==> src/rtl/muldiv_unit.sv <==
// rtl/muldiv_unit.sv - iterative RV32M multiply/divide unit for the execute stage

module muldiv_unit #(
  parameter int XLEN = 32
) (
  input  logic            clk,
  input  logic            reset,
  input  logic            start,
  input  logic [2:0]      op,
  input  logic [XLEN-1:0] in_a,
  input  logic [XLEN-1:0] in_b,
  input  logic            flush,
  output logic            ready,
  output logic            busy,
  output logic            done,
  output logic [XLEN-1:0] result
);

  typedef enum logic [1:0] {S_IDLE, S_CALC, S_DONE} state_t;

  localparam logic [2:0] OP_MUL    = 3'b000;
  localparam logic [2:0] OP_MULH   = 3'b001;
  localparam logic [2:0] OP_MULHSU = 3'b010;
  localparam logic [2:0] OP_DIV    = 3'b100;
  localparam logic [2:0] OP_REM    = 3'b110;

  state_t            state_q, state_d;
  logic [2:0]        op_q, op_d;
  logic [4:0]        cnt_q, cnt_d;
  logic [2*XLEN-1:0] acc_q, acc_d;     // multiply: {partial product, remaining multiplier}
  logic [XLEN-1:0]   rem_q, rem_d;     // divide: partial remainder
  logic [XLEN-1:0]   quo_q, quo_d;     // divide: dividend shifting out, quotient shifting in
  logic [XLEN-1:0]   b_q, b_d;         // multiplicand / divisor magnitude
  logic              neg_q, neg_d;     // negate the magnitude result at the end
  logic              done_q, done_d;
  logic [XLEN-1:0]   result_q, result_d;

  // Operand preparation on the accept cycle
  logic              a_signed, b_signed, sa, sb;
  logic [XLEN-1:0]   a_mag, b_mag;
  logic              div_zero, div_ovf;
  logic [XLEN-1:0]   special_res;

  assign a_signed = (op == OP_MULH) || (op == OP_MULHSU) || (op == OP_DIV) || (op == OP_REM);
  assign b_signed = (op == OP_MULH) || (op == OP_DIV) || (op == OP_REM);
  assign sa       = a_signed & in_a[XLEN-1];
  assign sb       = b_signed & in_b[XLEN-1];
  assign a_mag    = sa ? -in_a : in_a;
  assign b_mag    = sb ? -in_b : in_b;
  assign div_zero = op[2] && (in_b == '0);
  assign div_ovf  = ((op == OP_DIV) || (op == OP_REM)) &&
                    (in_a == {1'b1, {(XLEN-1){1'b0}}}) && (in_b == {XLEN{1'b1}});
  // REM/REMU have op[1] set; divide-by-zero returns the dividend, overflow returns zero
  assign special_res = op[1] ? (div_zero ? in_a : '0)
                             : (div_zero ? {XLEN{1'b1}} : {1'b1, {(XLEN-1){1'b0}}});

  // One radix-2 step of each datapath
  logic [XLEN:0]     mul_sum;
  logic [2*XLEN-1:0] mul_nx;
  logic [XLEN:0]     rem_sh, rem_diff;
  logic              q_bit;
  logic [XLEN-1:0]   rem_nx, quo_nx;

  assign mul_sum  = {1'b0, acc_q[2*XLEN-1:XLEN]} + {1'b0, (acc_q[0] ? b_q : {XLEN{1'b0}})};
  assign mul_nx   = {mul_sum, acc_q[XLEN-1:1]};
  assign rem_sh   = {rem_q, quo_q[XLEN-1]};
  assign rem_diff = rem_sh - {1'b0, b_q};
  assign q_bit    = ~rem_diff[XLEN];
  assign rem_nx   = q_bit ? rem_diff[XLEN-1:0] : rem_sh[XLEN-1:0];
  assign quo_nx   = {quo_q[XLEN-2:0], q_bit};

  // Sign fix and word select, applied to the final iteration's values
  logic [2*XLEN-1:0] prod_fix;
  logic [XLEN-1:0]   quo_fix, rem_fix, final_res;

  assign prod_fix  = neg_q ? -mul_nx : mul_nx;
  assign quo_fix   = neg_q ? -quo_nx : quo_nx;
  assign rem_fix   = neg_q ? -rem_nx : rem_nx;
  assign final_res = op_q[2] ? (op_q[1] ? rem_fix : quo_fix)
                             : ((op_q == OP_MUL) ? prod_fix[XLEN-1:0] : prod_fix[2*XLEN-1:XLEN]);

  // Next-state logic: accept, iterate, finish; flush always returns to idle
  always_comb begin
    state_d  = state_q;
    op_d     = op_q;
    cnt_d    = cnt_q;
    acc_d    = acc_q;
    rem_d    = rem_q;
    quo_d    = quo_q;
    b_d      = b_q;
    neg_d    = neg_q;
    done_d   = 1'b0;
    result_d = result_q;
    case (state_q)
      S_IDLE: begin
        if (start && !flush) begin
          op_d  = op;
          b_d   = b_mag;
          neg_d = (op[2] && op[1]) ? sa : (sa ^ sb);
          cnt_d = '0;
          acc_d = {{XLEN{1'b0}}, a_mag};
          rem_d = '0;
          quo_d = a_mag;
          if (div_zero || div_ovf) begin
            state_d  = S_DONE;
            done_d   = 1'b1;
            result_d = special_res;
          end else begin
            state_d = S_CALC;
          end
        end
      end
      S_CALC: begin
        if (flush) begin
          state_d = S_IDLE;
        end else begin
          acc_d = mul_nx;
          rem_d = rem_nx;
          quo_d = quo_nx;
          cnt_d = cnt_q + 5'd1;
          if (cnt_q == 5'(XLEN-1)) begin
            state_d  = S_DONE;
            done_d   = 1'b1;
            result_d = final_res;
          end
        end
      end
      S_DONE: begin
        state_d = S_IDLE;
      end
      default: begin
        state_d = S_IDLE;
      end
    endcase
  end

  // State register with synchronous reset
  always_ff @(posedge clk) begin
    if (reset) begin
      state_q  <= S_IDLE;
      op_q     <= '0;
      cnt_q    <= '0;
      acc_q    <= '0;
      rem_q    <= '0;
      quo_q    <= '0;
      b_q      <= '0;
      neg_q    <= 1'b0;
      done_q   <= 1'b0;
      result_q <= '0;
    end else begin
      state_q  <= state_d;
      op_q     <= op_d;
      cnt_q    <= cnt_d;
      acc_q    <= acc_d;
      rem_q    <= rem_d;
      quo_q    <= quo_d;
      b_q      <= b_d;
      neg_q    <= neg_d;
      done_q   <= done_d;
      result_q <= result_d;
    end
  end

  assign ready  = (state_q == S_IDLE);
  assign busy   = (state_q != S_IDLE);
  assign done   = done_q;
  assign result = result_q;

endmodule

==> config.mk <==
export PLATFORM = sky130hd
export DESIGN_NAME = muldiv_unit
export DESIGN_NICKNAME = d
export VERILOG_FILES = /design/src/rtl/muldiv_unit.sv
export SDC_FILE = /design/constraint.sdc
export NUM_CORES = 1
export LEC_CHECK = 0
export ABC_CLOCK_PERIOD_IN_PS = 5800
export CAP_MARGIN = 20
export CORE_MARGIN = 4
export CORE_UTILIZATION = 55
export DETAILED_ROUTE_END_ITERATION = 8
export PLACE_DENSITY = 0.74
export SLEW_MARGIN = 25
export SYNTH_ARGS = -nofsm -noshare
export SYNTH_HDL_FRONTEND = slang
export SYNTH_SLANG_ARGS = --single-unit
==> constraint.sdc <==
create_clock -name clk -period 5.8 [get_ports clk]
set_input_delay 0.58 -clock clk [delete_from_list [all_inputs] [get_ports clk]]
set_output_delay 0.58 -clock clk [all_outputs]
set_load 0.02 [all_outputs]
# After elaboration in Yosys (flattened, before gate mapping)
# Index checks and enable logic that the tools add are counted.
# totals
regBits	204
input_bits	71
output_inout_bits	35
wordCells	98
# classes
add_sub_neg	8
eq_ne	13
n_mux	41
bitwise_logic	4
reduce_logical	22
# op_table
operator	n
$mux W32	19
$mux W64	3
$pmux W32 S2	3
$neg A32 Y32	4
$pmux W64 S2	1
$eq A32 B32 Y1 const B	2
$neg A64 Y64	1
$add A32 B32 Y33	1
$sub A33 B32 Y33	1
$logic_not A32 Y1	1
$mux W31	1
$mux W5	2
$pmux W5 S2	1
$mux W2	4
$logic_or A1 B1 Y1	7
$eq A3 B3 Y1 const B	2
$add A5 B1 Y5 const B	1
$eq A5 B5 Y1 const B	1
$logic_and A1 B1 Y1	5
$mux W1	5
$reduce_and A5 Y1	1
$ne A2 B1 Y1 const B	2
$ne A2 B2 Y1 const B	2
$pmux W2 S2	1
14 further kinds	17

# Longest topological paths before layout
# logic_depth
depth_word	9
depth_mapped	26
ltp_nobuf	23

# Worst setup path after synthesis
# Ideal clock, no wire load.
# synth_timing
path_kind	flip-flop to flip-flop
from	reg quo_q[31]
to	reg result_q[22], in the netlist result[22]
setup_ns	0.080
t_arrival_ns	4.795
t_required_ns	5.720
slack_ns	0.926
stages_incl_launch_ff	27
path_buffers	3
synth_period_minus_slack_ns	4.874
cell_sequence	dfxtp_1 -> inv_1 -> ha_1 -> inv_1 -> fa_1 -> a211oi_2 -> o211ai_1 -> nand2_1 -> a21boi_1 -> nor3_1 -> nor2_2 -> inv_2 -> buf_2 -> clkbuf_1 -> buf_2 -> nor2_1 -> a21oi_1 -> ha_1 -> nand2_1 -> nor3_1 -> nand4_1 -> o21ai_1 -> nand3_1 -> o31ai_1 -> xnor2_1 -> a211o_1 -> a211oi_2
# synth_via
elab_chain_len	9
word_cells_on_any_way	12
classes_between	3 x add/sub; 8 x mux; 1 x bitwise
# synth_rtl
element	line	text
start: declaration	32	logic [XLEN-1:0] quo_q, quo_d;
start signal: assignment	156	quo_q <= quo_d;
$sub A33 B32 Y33	67	assign rem_diff = rem_sh - {1'b0, b_q};
$mux W32 / $not A1 Y1 (equally long branches)	69, 68	
$neg A32 Y32 (on tied branches)	78, 77	
$mux W32 (on tied branches)	78, 77	
$mux W32 * (2 in a row)	79	assign final_res = op_q[2] ? (op_q[1] ? rem_fix : quo_fix)
$mux W32 *	121	if (cnt_q == 5'(XLEN-1)) begin
$mux W32 *	114	if (flush) begin
$pmux W32 S2 *	94	case (state_q)
end signal: assignment	160	result_q <= result_d;
end: declaration	36	logic [XLEN-1:0] result_q, result_d;
# Every way passes the cells marked *; elsewhere a longest branch is shown, timed or not. The select of a mux whose other input is x is not followed.
# A chain may end at the register's enable or synchronous reset.

# Worst setup path in the final report
# layout_timing
from	reg acc_q[0]
to	reg result_q[27], in the netlist result[27]
# layout_via
elab_chain_len	9
# layout_rtl
element	line	text
start: declaration	30	logic [2*XLEN-1:0] acc_q, acc_d;
start signal: assignment	143	acc_q <= '0;
start signal: assignment	154	acc_q <= acc_d;
$mux W32 *	64	assign mul_sum = {1'b0, acc_q[2*XLEN-1:XLEN]} + {1'b0, (acc_q[0] ? b_q : {XLEN{1'b0}})};
$add A32 B32 Y33 *	64	
$neg A64 Y64	76	assign prod_fix = neg_q ? -mul_nx : mul_nx;
$mux W64 *	76	
$mux W32 *	80	: ((op_q == OP_MUL) ? prod_fix[XLEN-1:0] : prod_fix[2*XLEN-1:XLEN]);
$mux W32 *	79	
$mux W32 *	121	
$mux W32 *	114	
$pmux W32 S2 *	94	
# Marked as above.

==> summary.md <==
| Metric | Value |
|---|---|
| Filler instances | 3059 |
| Final hold violations | 0 |
| Post-synthesis sequential area ratio | 22.6% |
| Full die area | 0.0358 sq mm |
| Cell with the biggest individual delay on the critical path | a211oi_1 |
| Buffers from clock root to sink, at most | 3 |
| ANT cells | 0 |
| Setup repair after global routing missed its margin | false |
| Leakage | 7.60 nW |
| Site row count | 66 |
| Number of pins exceeding their max-slew limit in the final report | 0 |
| Worst Hold Depth | 2 |
| Family with the most delay on the worst path | compound AO/OA/AOI/OAI gates |
| Deepest level of the CTS H-tree | 1 |
| Peak Freq | 180 MHz |
| Overall die height | 189 um |
| Global-route wire length before repair | 116000 um |
| Overall power consumption | 4.84 mW |
| Global route overflow | 0 |
| Final routed DRC violation total | 0 |
| Mean area per synthesized cell | 7.16 sq um |
| Final instance area | 0.0204 sq mm |
| Number of search-and-repair iterations in the first detailed-routing pass | 7 |
| Share of synthesized registers carrying an async set or reset | 0% |
| Routing layer with the top usage in global route | met2 |
| Final min period | 5570 ps |
| Flip-flop and latch count after synthesis | 204 |
| Post-layout nets | 2682 |
| Biggest cell delay along the critical path | 710 ps |
| Total clock buffers created by CTS | 26 |
| Worst slew margin | 19.4% |
| Class of the tightest hold or removal check | register to register |
| Clock transition at the registers of the reported paths | 60 ps |
| Tcrit/Tclk final | 96.0% |
| GRT Overall Usage | 41.2% |
| Category of the worst setup path capture point | register |
| Number of buffer cells added on primary ports | 105 |
| Number of instances resized during post-cts repair | 0 |
| Startpoint of the most critical hold path | cnt_q[4]$_SDFFE_PP0P_ |
| Startpoint of the worst register-to-register path | acc_q[0]$_SDFFE_PP0P_ |
| Cell at the root of the clock tree | clkbuf_16 |
| Global-route track usage on met2 | 62.4% |
| Via count of the first global-routing pass | 19100 |
| Critical Path Source | acc_q[0]$_SDFFE_PP0P_ |
| Starting density of the core | 55.7% |
| Worst min-delay path endpoint | cnt_q[4]$_SDFFE_PP0P_ |
| Cell area after technology mapping | 0.0181 sq mm |
| Largest fanout of any net on the critical path | 22 |
| Register-to-register path setup slack | 230 ps |
| Final clock skew | 23.7 ps |
| Core Box Area | 0.0325 sq mm |
| Synth Warn # | 0 |
| Remaining number of nets flagged by the antenna check after routing | 0 |
| Ordered list of cells on the worst path | buf_4 > and2_1 > ha_1 > a211oi_1 > o21bai_1 > a2111oi_0 > a22oi_1 > a211oi_1 > nand4_1 > or3_4 > nor2_4 > nand3b_1 > a221oi_1 > o211ai_1 > a311oi_1 |
| Worst voltage drop across the vdd grid | 246 uV |
| Worst Tran Pin Value | 1190 ps |
| Critical path required time | 6230 ps |
| Share of post-route cells with drive strength above 1 | 6.50% |
| Final hold slack | 466 ps |
| Area post-placement | 0.0194 sq mm |
| Pin count of the biggest net entering global routing | 128 |
| Clk_lat worst skew | 560 ps |
| Wire length per cell after detailed routing | 25.9 um |
| Most instantiated flip-flop cell in the synthesis netlist | dfxtp_1 |
| Max-cap viol count | 0 |
| Via count | 20800 |
| Drt total wl | 77500 um |
| Type of element launching the critical path | register |
| Clk sinks | 204 |
| Reg2Reg Depth | 15 |
| Number of distinct library cells after synthesis | 105 |
| Power Density | 238 mW/mm^2 |
| Horiz. Die Dim | 189 um |
| WS Path Type | register to register |
| Setup TNS | 0 ps |
| Buffers and inverters on the worst path | 1 |
| Crit path arrival time | 6000 ps |
| Met1 layer usage reported by global route | 55.2% |
| R2R Path End | result[27]$_SDFFE_PP0P_ |
| Io pins | 106 |
| Met3 usage in global routing | 12.3% |
| Violation count after the first detailed-routing iteration | 2813 |
| TritonCTS clock tree | yes |
| Layout area overhead | 12.6% |
| Cell repeated most along the worst path | a211oi_1 |
| Outcome | finished clean |
| Setup bufs post-CTS | 0 |
| Initial antenna violation count | 1 |
| Via density | 6.93 |
| Half-perimeter wire length after detailed placement | 58400 um |
| Synth Net Count | 2669 |
| CTS Hold Bufs | 0 |
| Instance count of the mapped netlist | 2524 |
| Number of enable-type register cells in the synthesized netlist | 0 |
| End-of-flow core utilization | 62.7% |
| Final weighted congestion of routability-driven global placement | 1.09 |
| Total of endpoints with negative setup slack in the final report | 0 |
==> routing by layer <==
| metal | vias to the layer above | part of all wire [%] | routed length [um] |
|---|---|---|---|
| met2 | 1398 | 43 | 33000 |
| met5 | - | 0.0064 | 5 |
| met3 | 252 | 13 | 9810 |
| li1 | 9337 | - | - |
| met1 | 9775 | 40 | 30600 |
| met4 | 2 | 5.2 | 4050 |
==> cell usage after synthesis, types with 20 or more instances <==
cell | n | area (sq um)
a211oi_1 | 106 | 796
a21o_1 | 24 | 180
a21oi_1 | 218 | 1090
a22oi_1 | 46 | 345
a311oi_1 | 24 | 210
a31oi_1 | 46 | 288
and2_1 | 49 | 307
and3_1 | 20 | 125
buf_2 | 23 | 115
clkbuf_1 | 126 | 473
dfxtp_1 | 204 | 4080
ha_1 | 72 | 901
inv_1 | 75 | 282
mux2i_1 | 28 | 280
nand2_1 | 238 | 893
nand3_1 | 57 | 285
nand4_1 | 30 | 188
nor2_1 | 332 | 1250
nor3_1 | 68 | 340
o211ai_1 | 28 | 210
o21ai_0 | 148 | 741
o31ai_1 | 33 | 248
or3_1 | 29 | 181
xnor2_1 | 92 | 806
xor2_1 | 80 | 701
==> worst min-delay path, cell delays in order, from the launching register on <==
cell and delay, ps:
dfxtp_1 310, nand2_1 50, a21oi_1 50
==> placed cells by master (no fill, tap or decap), drive strengths merged, types with 9 or more instances in the layout <==
| cell type | count |
|---|---|
| nor2 | 336 |
| nand2 | 240 |
| a21oi | 221 |
| dfxtp | 204 |
| o21ai | 156 |
| a211oi | 110 |
| clkdlybuf4s50 | 104 |
| xnor2 | 92 |
| xor2 | 80 |
| inv | 77 |
| ha | 72 |
| nor3 | 71 |
| nand3 | 58 |
| and2 | 50 |
| buf | 48 |
| a22oi | 46 |
| a31oi | 46 |
| o31ai | 33 |
| clkbuf | 32 |
| nand4 | 31 |
| or3 | 30 |
| o211ai | 28 |
| mux2i | 28 |
| a21o | 25 |
| a311oi | 24 |
| o41ai | 22 |
| nor4 | 22 |
| and3 | 21 |
| nand2b | 19 |
| or4 | 15 |
| or2 | 14 |
| a221oi | 11 |
| o311ai | 11 |
| nor2b | 11 |
| nand3b | 10 |
| mux2 | 10 |
| o21bai | 9 |
==> power breakdown <==
part           switching [mW]  internal, mW
logic                   0.953         0.486
registers               0.132          1.48
clock network           0.712          1.08
total                    1.80          3.04
==> logic make-up (layout without fill, tap and decap cells) <==
family	count (synthesis)	count (layout)	share of synthesized area, %
AND/OR/NAND/NOR	953	953	25.2
AO/OA/AOI/OAI	837	837	31.0
buffers and inverters	245	276	5.32
flip-flops	204	204	22.6
XOR/XNOR	172	172	8.34
adder cells (fa/ha/maj)	74	74	5.21
multiplexers	39	39	2.32
==> state kept, by name, summed over array words and instances (netlist names) <==
register and flops:
acc_q 64, b_q 32, cnt_q 5, done 1, neg_q 1, op_q 3
quo_q 32, rem_q 32, result 32, state_q 2
==> through the flow <==
stage                     instances  worst slack (ps)
after global routing           2997              50.1
after CTS                      2997               489
final                          2997               231
after detailed placement       2951               510
after global placement         2951               461
after floorplan                2524               926
==> layout make-up <==
type	count	area [sq um]	share of cell area, %
Clock buffer	32	734	3.61
Inverter	78	293	1.44
Sequential cell	204	4090	20.1
Clock inverter	14	189	0.928
Tap cell	442	553	2.72
Multi-Input combinational cell	2075	13100	64.3
Timing Repair Buffer	152	1420	6.96
==> worst max-delay path by stage <==
stage	endpoint	slack [ps]	cells past startpoint
2_1_floorplan	result[22]$_SDFFE_PP0P_	930	26
3_3_place_gp	result[21]$_SDFFE_PP0P_	460	15
3_5_place_dp	result[21]$_SDFFE_PP0P_	510	15
4_1_cts	result[25]$_SDFFE_PP0P_	490	16
5_1_grt	result[25]$_SDFFE_PP0P_	50	15
6_report	result[27]$_SDFFE_PP0P_	230	15
(Power assumes the default switching activity.)
